==> src/rtl/mem_bus_responder_if.sv <==
// Strobe bus between the CPU controller, the memory responder and the external ROM.
interface mem_bus_responder_if #(
    parameter int ADDR_W = 13,
    parameter int DATA_W = 8
);
    logic              ram_ena;
    logic              ram_read;
    logic              ram_write;
    logic              rom_ena;
    logic              rom_read;
    logic              ad_sel;
    logic [ADDR_W-1:0] pc_addr;
    logic [ADDR_W-1:0] ir_addr;
    logic [DATA_W-1:0] wdata;
    logic [DATA_W-1:0] rdata;
    logic              rdy;
    logic              busy;
    logic              err;
    logic [ADDR_W-1:0] rom_addr;
    logic              rom_rd;
    logic [DATA_W-1:0] rom_q;

    modport slave (
        input  ram_ena, ram_read, ram_write, rom_ena, rom_read, ad_sel,
        input  pc_addr, ir_addr, wdata, rom_q,
        output rdata, rdy, busy, err, rom_addr, rom_rd
    );

    modport master (
        output ram_ena, ram_read, ram_write, rom_ena, rom_read, ad_sel,
        output pc_addr, ir_addr, wdata,
        input  rdata, rdy, busy, err
    );

    modport rom (
        input  rom_addr, rom_rd,
        output rom_q
    );
endinterface

==> src/rtl/mem_bus_responder.sv <==
// Decodes controller strobes into internal-RAM or external-ROM accesses with
// wait states, returning data with a one-cycle rdy pulse.
module mem_bus_responder #(
    parameter int ADDR_W  = 13,
    parameter int DATA_W  = 8,
    parameter int RAM_AW  = 8,
    parameter int RAM_WS  = 0,
    parameter int ROM_LAT = 1
) (
    input logic               clk,
    input logic               rst,
    mem_bus_responder_if.slave bus
);

    // state      | meaning
    // S_IDLE     | waiting for a request
    // S_RAM_WAIT | RAM wait states counting down
    // S_RAM_ACC  | RAM access commits on the next edge
    // S_ROM_WAIT | waiting out external ROM latency
    // S_DONE     | rdy cycle, back to idle
    typedef enum logic [2:0] {
        S_IDLE,
        S_RAM_WAIT,
        S_RAM_ACC,
        S_ROM_WAIT,
        S_DONE
    } state_t;

    localparam bit         LP_HAS_WS  = (RAM_WS > 0);
    localparam logic [3:0] LP_RAM_CNT = LP_HAS_WS ? 4'(RAM_WS - 1) : 4'd0;
    localparam logic [3:0] LP_ROM_CNT = 4'(ROM_LAT - 1);

    state_t              r_state;
    logic [3:0]          r_cnt;
    logic [RAM_AW-1:0]   r_idx;
    logic [DATA_W-1:0]   r_wdata;
    logic                r_wr;
    logic [DATA_W-1:0]   r_rdata;
    logic                r_rdy;
    logic                r_busy;
    logic                r_err;
    logic [ADDR_W-1:0]   r_rom_addr;
    logic                r_rom_rd;
    logic [DATA_W-1:0]   r_mem [2**RAM_AW];

    logic                w_ram_ok;
    logic                w_ram_bad;
    logic                w_rom_req;
    logic [ADDR_W-1:0]   w_sel_addr;
    logic                w_commit_wr;

    assign w_ram_ok    = bus.ram_ena & (bus.ram_read ^ bus.ram_write);
    assign w_ram_bad   = bus.ram_ena & ~(bus.ram_read ^ bus.ram_write);
    assign w_rom_req   = bus.rom_ena & bus.rom_read;
    assign w_sel_addr  = bus.ad_sel ? bus.ir_addr : bus.pc_addr;
    assign w_commit_wr = (r_state == S_RAM_ACC) && r_wr && !rst;

    always_ff @(posedge clk or posedge rst) begin
        if (rst) begin
            r_state    <= S_IDLE;
            r_cnt      <= 4'd0;
            r_idx      <= '0;
            r_wdata    <= '0;
            r_wr       <= 1'b0;
            r_rdata    <= '0;
            r_rdy      <= 1'b0;
            r_busy     <= 1'b0;
            r_err      <= 1'b0;
            r_rom_addr <= '0;
            r_rom_rd   <= 1'b0;
        end else begin
            r_rdy    <= 1'b0;
            r_rom_rd <= 1'b0;
            case (r_state)
                S_IDLE: begin
                    if (w_ram_bad || (w_ram_ok && w_rom_req))
                        r_err <= 1'b1;
                    if (w_ram_ok) begin
                        r_idx   <= w_sel_addr[RAM_AW-1:0];
                        r_wdata <= bus.wdata;
                        r_wr    <= bus.ram_write;
                        r_busy  <= 1'b1;
                        r_cnt   <= LP_RAM_CNT;
                        r_state <= LP_HAS_WS ? S_RAM_WAIT : S_RAM_ACC;
                    end else if (w_rom_req) begin
                        r_rom_addr <= w_sel_addr;
                        r_rom_rd   <= 1'b1;
                        r_busy     <= 1'b1;
                        r_cnt      <= LP_ROM_CNT;
                        r_state    <= S_ROM_WAIT;
                    end
                end
                S_RAM_WAIT: begin
                    if (r_cnt == 4'd0)
                        r_state <= S_RAM_ACC;
                    else
                        r_cnt <= r_cnt - 4'd1;
                end
                S_RAM_ACC: begin
                    if (!r_wr)
                        r_rdata <= r_mem[r_idx];
                    r_rdy   <= 1'b1;
                    r_busy  <= 1'b0;
                    r_state <= S_DONE;
                end
                S_ROM_WAIT: begin
                    if (r_cnt == 4'd0) begin
                        r_rdata <= bus.rom_q;
                        r_rdy   <= 1'b1;
                        r_busy  <= 1'b0;
                        r_state <= S_DONE;
                    end else begin
                        r_cnt <= r_cnt - 4'd1;
                    end
                end
                S_DONE:  r_state <= S_IDLE;
                default: r_state <= S_IDLE;
            endcase
        end
    end

    // Array is deliberately not reset; an aborted write never reaches the commit edge.
    always_ff @(posedge clk) begin
        if (w_commit_wr)
            r_mem[r_idx] <= r_wdata;
    end

    assign bus.rdata    = r_rdata;
    assign bus.rdy      = r_rdy;
    assign bus.busy     = r_busy;
    assign bus.err      = r_err;
    assign bus.rom_addr = r_rom_addr;
    assign bus.rom_rd   = r_rom_rd;

endmodule

==> src/flat_wrapper.sv <==
// flat-port wrapper written by rule: the top's interface ports become plain ports
module mem_bus_responder_flat 
#(
    parameter int ADDR_W  = 13,
    parameter int DATA_W  = 8,
    parameter int RAM_AW  = 8,
    parameter int RAM_WS  = 0,
    parameter int ROM_LAT = 1
)
  (clk, rst, bus_ram_ena, bus_ram_read, bus_ram_write, bus_rom_ena, bus_rom_read, bus_ad_sel, bus_pc_addr, bus_ir_addr, bus_wdata, bus_rom_q, bus_rdata, bus_rdy, bus_busy, bus_err, bus_rom_addr, bus_rom_rd);
  mem_bus_responder_if #(.ADDR_W(ADDR_W), .DATA_W(DATA_W)) bus_i ();
  input logic clk;
  input logic rst;
  input wire logic [$bits(bus_i.ram_ena)-1:0] bus_ram_ena;
  input wire logic [$bits(bus_i.ram_read)-1:0] bus_ram_read;
  input wire logic [$bits(bus_i.ram_write)-1:0] bus_ram_write;
  input wire logic [$bits(bus_i.rom_ena)-1:0] bus_rom_ena;
  input wire logic [$bits(bus_i.rom_read)-1:0] bus_rom_read;
  input wire logic [$bits(bus_i.ad_sel)-1:0] bus_ad_sel;
  input wire logic [$bits(bus_i.pc_addr)-1:0] bus_pc_addr;
  input wire logic [$bits(bus_i.ir_addr)-1:0] bus_ir_addr;
  input wire logic [$bits(bus_i.wdata)-1:0] bus_wdata;
  input wire logic [$bits(bus_i.rom_q)-1:0] bus_rom_q;
  output wire logic [$bits(bus_i.rdata)-1:0] bus_rdata;
  output wire logic [$bits(bus_i.rdy)-1:0] bus_rdy;
  output wire logic [$bits(bus_i.busy)-1:0] bus_busy;
  output wire logic [$bits(bus_i.err)-1:0] bus_err;
  output wire logic [$bits(bus_i.rom_addr)-1:0] bus_rom_addr;
  output wire logic [$bits(bus_i.rom_rd)-1:0] bus_rom_rd;
  assign bus_i.ram_ena = bus_ram_ena;
  assign bus_i.ram_read = bus_ram_read;
  assign bus_i.ram_write = bus_ram_write;
  assign bus_i.rom_ena = bus_rom_ena;
  assign bus_i.rom_read = bus_rom_read;
  assign bus_i.ad_sel = bus_ad_sel;
  assign bus_i.pc_addr = bus_pc_addr;
  assign bus_i.ir_addr = bus_ir_addr;
  assign bus_i.wdata = bus_wdata;
  assign bus_i.rom_q = bus_rom_q;
  assign bus_rdata = bus_i.rdata;
  assign bus_rdy = bus_i.rdy;
  assign bus_busy = bus_i.busy;
  assign bus_err = bus_i.err;
  assign bus_rom_addr = bus_i.rom_addr;
  assign bus_rom_rd = bus_i.rom_rd;
  mem_bus_responder #(.ADDR_W(ADDR_W), .DATA_W(DATA_W), .RAM_AW(RAM_AW), .RAM_WS(RAM_WS), .ROM_LAT(ROM_LAT)) u_core (.clk(clk), .rst(rst), .bus(bus_i));
endmodule
==> config.mk <==
export PLATFORM = sky130hd
export DESIGN_NAME = mem_bus_responder_flat
export DESIGN_NICKNAME = d
export VERILOG_FILES = /design/src/rtl/mem_bus_responder_if.sv /design/src/rtl/mem_bus_responder.sv /design/src/flat_wrapper.sv
export SDC_FILE = /design/constraint.sdc
export NUM_CORES = 2
export LEC_CHECK = 0
export ABC_AREA = 1
export BUFFER_PORTS_ARGS = -buffer_cell sky130_fd_sc_hd__buf_2
export CORE_ASPECT_RATIO = 1.25
export CORE_UTILIZATION = 59
export DETAILED_ROUTE_END_ITERATION = 6
export GPL_ROUTABILITY_DRIVEN = 0
export HOLD_SLACK_MARGIN = 0.03
export PLACE_DENSITY = 0.76
export SLEW_MARGIN = 20
export SYNTH_ARGS = -nofsm -noshare
export SYNTH_HDL_FRONTEND = slang
export SYNTH_SLANG_ARGS = --single-unit
==> constraint.sdc <==
create_clock -name clk -period 4.6 [get_ports clk]
set_input_delay 0.46 -clock clk [delete_from_list [all_inputs] [get_ports clk]]
set_output_delay 0.46 -clock clk [all_outputs]
set_load 0.01 [all_outputs]
---- After elaboration in Yosys (flattened, before gate mapping) ----
Memories as Yosys holds them, arrays and structs flattened.
Index checks and enable logic that the tools add are counted.
W data, S select, Z words.
word-level totals
  input bits .............................. 50
  logic and storage cells ................. 69
  bits in registers ....................... 49
  memories ................................ 1
  memory bits (writable) .................. 2048
  output and inout bits ................... 25
memories
  name          depth  width  read ports  clocked after memory_dff  wr ports  RTL line                 RTL
  u_core.r_mem  256    8      1           0                         1         mem_bus_responder.sv:44  logic [DATA_W-1:0] r_mem [2**RAM_AW];
cells by class
  bitwise operators ....................... 6
  multiplexer cells ....................... 24
  reduce and logical (&&, ||, !) cells .... 18
  add/subtract/negate cells ............... 1
  eq/ne operators ......................... 8
operators with widths
  operator               number
  $mux W8                2
  $pmux W8 S2            1
  $reduce_and A3 Y1      5
  $mux W13               1
  $mux W3                4
  $mux W4                3
  $pmux W3 S4            1
  $mux W1                9
  $pmux W4 S2            1
  $eq A3 B2 Y1 const B   2
  $logic_not A4 Y1       1
  $ne A2 B1 Y1 const B   2
  $ne A2 B2 Y1 const B   2
  $reduce_and A2 Y1      2
  $reduce_bool A2 Y1     2
  $sub A4 B1 Y4 const B  1
  $and A1 B1 Y1          3
  $eq A3 B1 Y1 const B   1
  $logic_and A1 B1 Y1    3
  $logic_not A3 Y1       1
  $ne A3 B1 Y1 const B   1
  $pmux W1 S3            1
  $reduce_bool A3 Y1     1
  $not A1 Y1             2
  5 further kinds        5

---- Logic depth before layout (Yosys ltp) ----
  depth in word-level cells ............... 5
  depth in mapped cells ................... 19
  mapped depth without buffers ............ 15

---- Least setup slack after synthesis ----
OpenSTA, ideal clock, no wires.
  path type ............................... reg-to-reg
  from .................................... register u_core.r_wdata[0]
  to ...................................... memory u_core.r_mem[0][0] (data pin)
  required time ........................... 3797 ps
  arrival ................................. 3181 ps
  cell stages (with the launch flop) ...... 1
  library setup time ...................... 803 ps
  path slack .............................. 616 ps
  cell sequence ........................... dfrtp_1
RTL lines
  what                      RTL line                 RTL
  start: declaration        mem_bus_responder.sv:36  logic [DATA_W-1:0] r_wdata;
  start signal: assignment  mem_bus_responder.sv:80  r_wdata <= bus.wdata;
  end: declaration          mem_bus_responder.sv:44
No word-level cell before the write port.

---- Worst setup path after layout ----
  from .................................... register u_core.r_idx[1]
  to ...................................... register u_core.r_rdata[1], in the netlist u_core.bus.rdata[1]
between the ends
  word-level cells in the longest chain between the ends .. 3
RTL lines
  what                      RTL line                  RTL
  start: declaration        mem_bus_responder.sv:35   logic [RAM_AW-1:0] r_idx;
  start signal: assignment  mem_bus_responder.sv:79   r_idx <= w_sel_addr[RAM_AW-1:0];
  $mem_v2 Z256 W8           n/a
  $mux W8                   mem_bus_responder.sv:100  if (!r_wr)
  $pmux W8 S2               mem_bus_responder.sv:74   case (r_state)
  end signal: assignment    mem_bus_responder.sv:101  r_rdata <= r_mem[r_idx];
  end signal: assignment    mem_bus_responder.sv:108  r_rdata <= bus.rom_q;
  end: declaration          mem_bus_responder.sv:38   logic [DATA_W-1:0] r_rdata;
Every way passes these cells. The select of a mux whose other input is x is not followed.
A chain may end at the register's enable or synchronous reset.

==> impl_metrics.py <==
metrics = {
    "critical_path": {
        "reg2reg_from": "u_core.r_idx[1]",
        "required_ns": 5.38,
        "r2r_end": "u_core.bus.rdata[1]",
        "critPathLaunch": "u_core.r_idx[1]",
        "cp-end-kind": "flip-flop",
        "critical_path.startpoint_type": "flip-flop",
        "path_class": "flip-flop to flip-flop",
        "r2r_setup_slack_ns": 0.79,
        "critPathArrivalTime_ns": 4.59,
        "worst-path-max-fanout": 96,
        "reg2reg_depth": 15,
    },
    "floorplan": {
        "die-area_um2": 145000,
        "core_um2": 141000,
        "initial_core_util_pct": 59.6,
        "die_y_um": 425,
        "rows": 154,
        "die_width_um": 340,
        "io_pins": 75,
    },
    "synth": {
        "post-synth-top-area-cell": "edfxtp_1",
        "yosysSeqAreaShare_pct": 74.4,
        "ys_ff_latch": 2097,
        "synth_top_cell_area_share_pct": 72.9,
        "synth_cells": 7480,
        "ys_types": 30,
        "ys.flop_type": "edfxtp_1",
        "synth_edf_count": 2048,
        "ys_async_sr_fraction_pct": 2.34,
        "synth.avg_cell_area_um2": 11.3,
        "synth.net_count": 7531,
        "synth.area.top_cells": "edfxtp_1 (73%), nand2_1 (17%), nor2_1 (2.2%), dfrtp_1 (1.5%), nand4_1 (1.2%)",
        "yosys_warnings": 0,
        "synth_area_um2": 84400,
    },
    "routing": {
        "wl_per_cell_um": 23.6,
        "first_pass_iters": 6,
        "top_layer_used": "met5",
        "viasPerCell": 5.95,
        "drtIter0Drc": 7487,
        "met2WireLength_um": 108000,
        "wl_met1_um": 79200,
        "drc": 0,
        "vias": 57200,
        "met3_length_um": 26100,
        "wirelength_um": 227000,
        "final_antenna_net_count": 0,
    },
    "outcome": {
        "outcome": "complete, no violations",
    },
    "global_routing": {
        "grt_usage_pct": 31.2,
        "grt_max_degree": 187,
        "grt_pass1_wl_um": 336000,
        "grt_remaining_overflow": 0,
        "grt_pass1_vias": 55500,
        "antenna_found_initial": 6,
    },
    "clocking": {
        "ctsHoldBuffers": 40,
        "post_cts_buffers": 0,
        "htree_num_levels": 4,
        "worstSkewPairLatency_ns": 0.84,
        "clk_path_buf_depth": 3,
        "cts_sinks": 2097,
        "numCtsBuffers": 189,
        "cts_resized": 0,
        "clk_pin_slew_ns": 0.07,
        "root_buffer": "clkbuf_16",
        "cts_tree": "built",
    },
    "min_path": {
        "hold_start": "bus_rom_q[6]",
        "hp-class": "input port to flip-flop",
        "whs_endpoint": "u_core.bus.rdata[6]",
        "holdPathStages": 5,
    },
    "layout": {
        "fill_cells": 9835,
        "final_cell_mix": "nand2_1 (3840), edfxtp_1 (2048), nor2_1 (485)",
        "areaGrowthSynthToFinish_pct": 11.3,
        "layout_commonest_cell": "nand2_1",
        "drive_above_1_share_pct": 7.54,
        "layout.nets": 7640,
        "finalInstanceArea_um2": 93900,
    },
    "timing": {
        "drv_slew": 0,
        "tightest_slew_ns": 1.15,
        "skew_ns": 0.0279,
        "rsz0062_at_grt": "no",
        "fmax_mhz": 262,
        "setup_viol": 0,
        "min_period_over_period_pct": 82.9,
        "tns_ns": 0,
        "final_hold_viol_count": 0,
        "period_needed_ns": 3.81,
        "slew_headroom_pct": 23.2,
    },
    "power_and_ir_drop": {
        "vdd_drop_max_uv": 637,
        "p_leak_nw": 35.4,
        "powerDensity_nw_per_um2": 640,
    },
    "job": {
        "drv_cap": 0,
    },
    "place": {
        "place_hpwl_um": 130000,
        "place_area_um2": 87400,
        "io_buffer_count": 74,
    },
}
-- cells in the mapped netlist (33+ instances only) --
cell      count
nand2_1    3856
edfxtp_1   2048
nor2_1      492
nand4_1     168
clkbuf_1    167
buf_2       164
nand3_1     119
o21ai_0     109
a21oi_1      89
o21ai_1      63
dfrtp_1      49
buf_1        47
inv_1        33
-- worst max-delay path, cell delays in order (launching register included) --
cell and delay (ns):
dfrtp_4 0.79, nand2_1 0.27, inv_8 0.62, buf_12 0.40, a22oi_1 0.16, nand2_1 0.09
nand2_1 0.09, nand2_1 0.12, nor2_1 0.07, nor2_1 0.37, nor2_1 0.20, nand2_1 0.22
nor2_1 0.08, nand2_1 0.07, nand2_1 0.05, nand2_1 0.05
-- area by class of cell --
cell class,instances,area [µm²],share of cell area [%]
clock buffers,251,5180,5.52
flip-flops and latches,2097,62800,66.9
well taps,1872,2340,2.50
multi-input cells,4958,19900,21.2
diodes,4,10.0,0.0107
inverters,43,186,0.199
clock inverters,94,878,0.936
repair buffers,300,2610,2.78
-- stage by stage --
step                hold slack (ns)  power, W  cells  util, %  setup WS (ns)
floorplan                     0.504    0.0368   7480        -          0.616
global placement              0.450    0.0437   9230     61.8           1.02
detailed placement            0.458    0.0441   9230     61.8          0.992
CTS                          0.0391    0.0595   9615     66.4          0.953
global route                  0.113    0.0622   9615     66.4          0.727
finish                       0.0946    0.0600   9619     66.4          0.788
-- report_power, final --
part           internal, W  switching, W
sequential          0.0240      0.000920
clock              0.00879       0.00682
combinational      0.00451        0.0149
-- cell families after synthesis --
family / count (synthesis) / synth area share (%)
and+or+nand+nor: 4644 / 21.4
DFF: 2097 / 74.4
muxes: 16 / 0.214
buffers and inverters: 425 / 2.16
xor gates and xnor gates: 2 / 0.0208
AOI/OAI and AO/OA: 295 / 1.85
adders and majority gates: 1 / 0.0148
-- how the worst max path moves through the flow --
stage | endpoint | depth (start not counted)
2_1_floorplan | u_core.r_mem[0][0] | 0
3_3_place_gp | u_core.bus.rdata[4] | 15
3_5_place_dp | u_core.bus.rdata[4] | 15
4_1_cts | u_core.bus.rdata[1] | 15
5_1_grt | u_core.bus.rdata[4] | 15
6_report | u_core.bus.rdata[1] | 15
-- flip-flops by register name, indices dropped and copies added, names as in the netlist --
register	count
u_core.bus.busy	1
u_core.bus.err	1
u_core.bus.rdata	8
u_core.bus.rdy	1
u_core.bus.rom_addr	13
u_core.bus.rom_rd	1
u_core.r_cnt	4
u_core.r_idx	8
u_core.r_mem	2048
u_core.r_state	3
u_core.r_wdata	8
u_core.r_wr	1
-- layer usage --
metal | up-vias | GRT usage, %
li1 | 25400 | -
met1 | 27400 | 39.3
met2 | 3745 | 50.4
met3 | 702 | 6.43
met4 | 2 | 18.4
met5 | - | 0
Note: power is estimated with default switching activity, not from simulation.
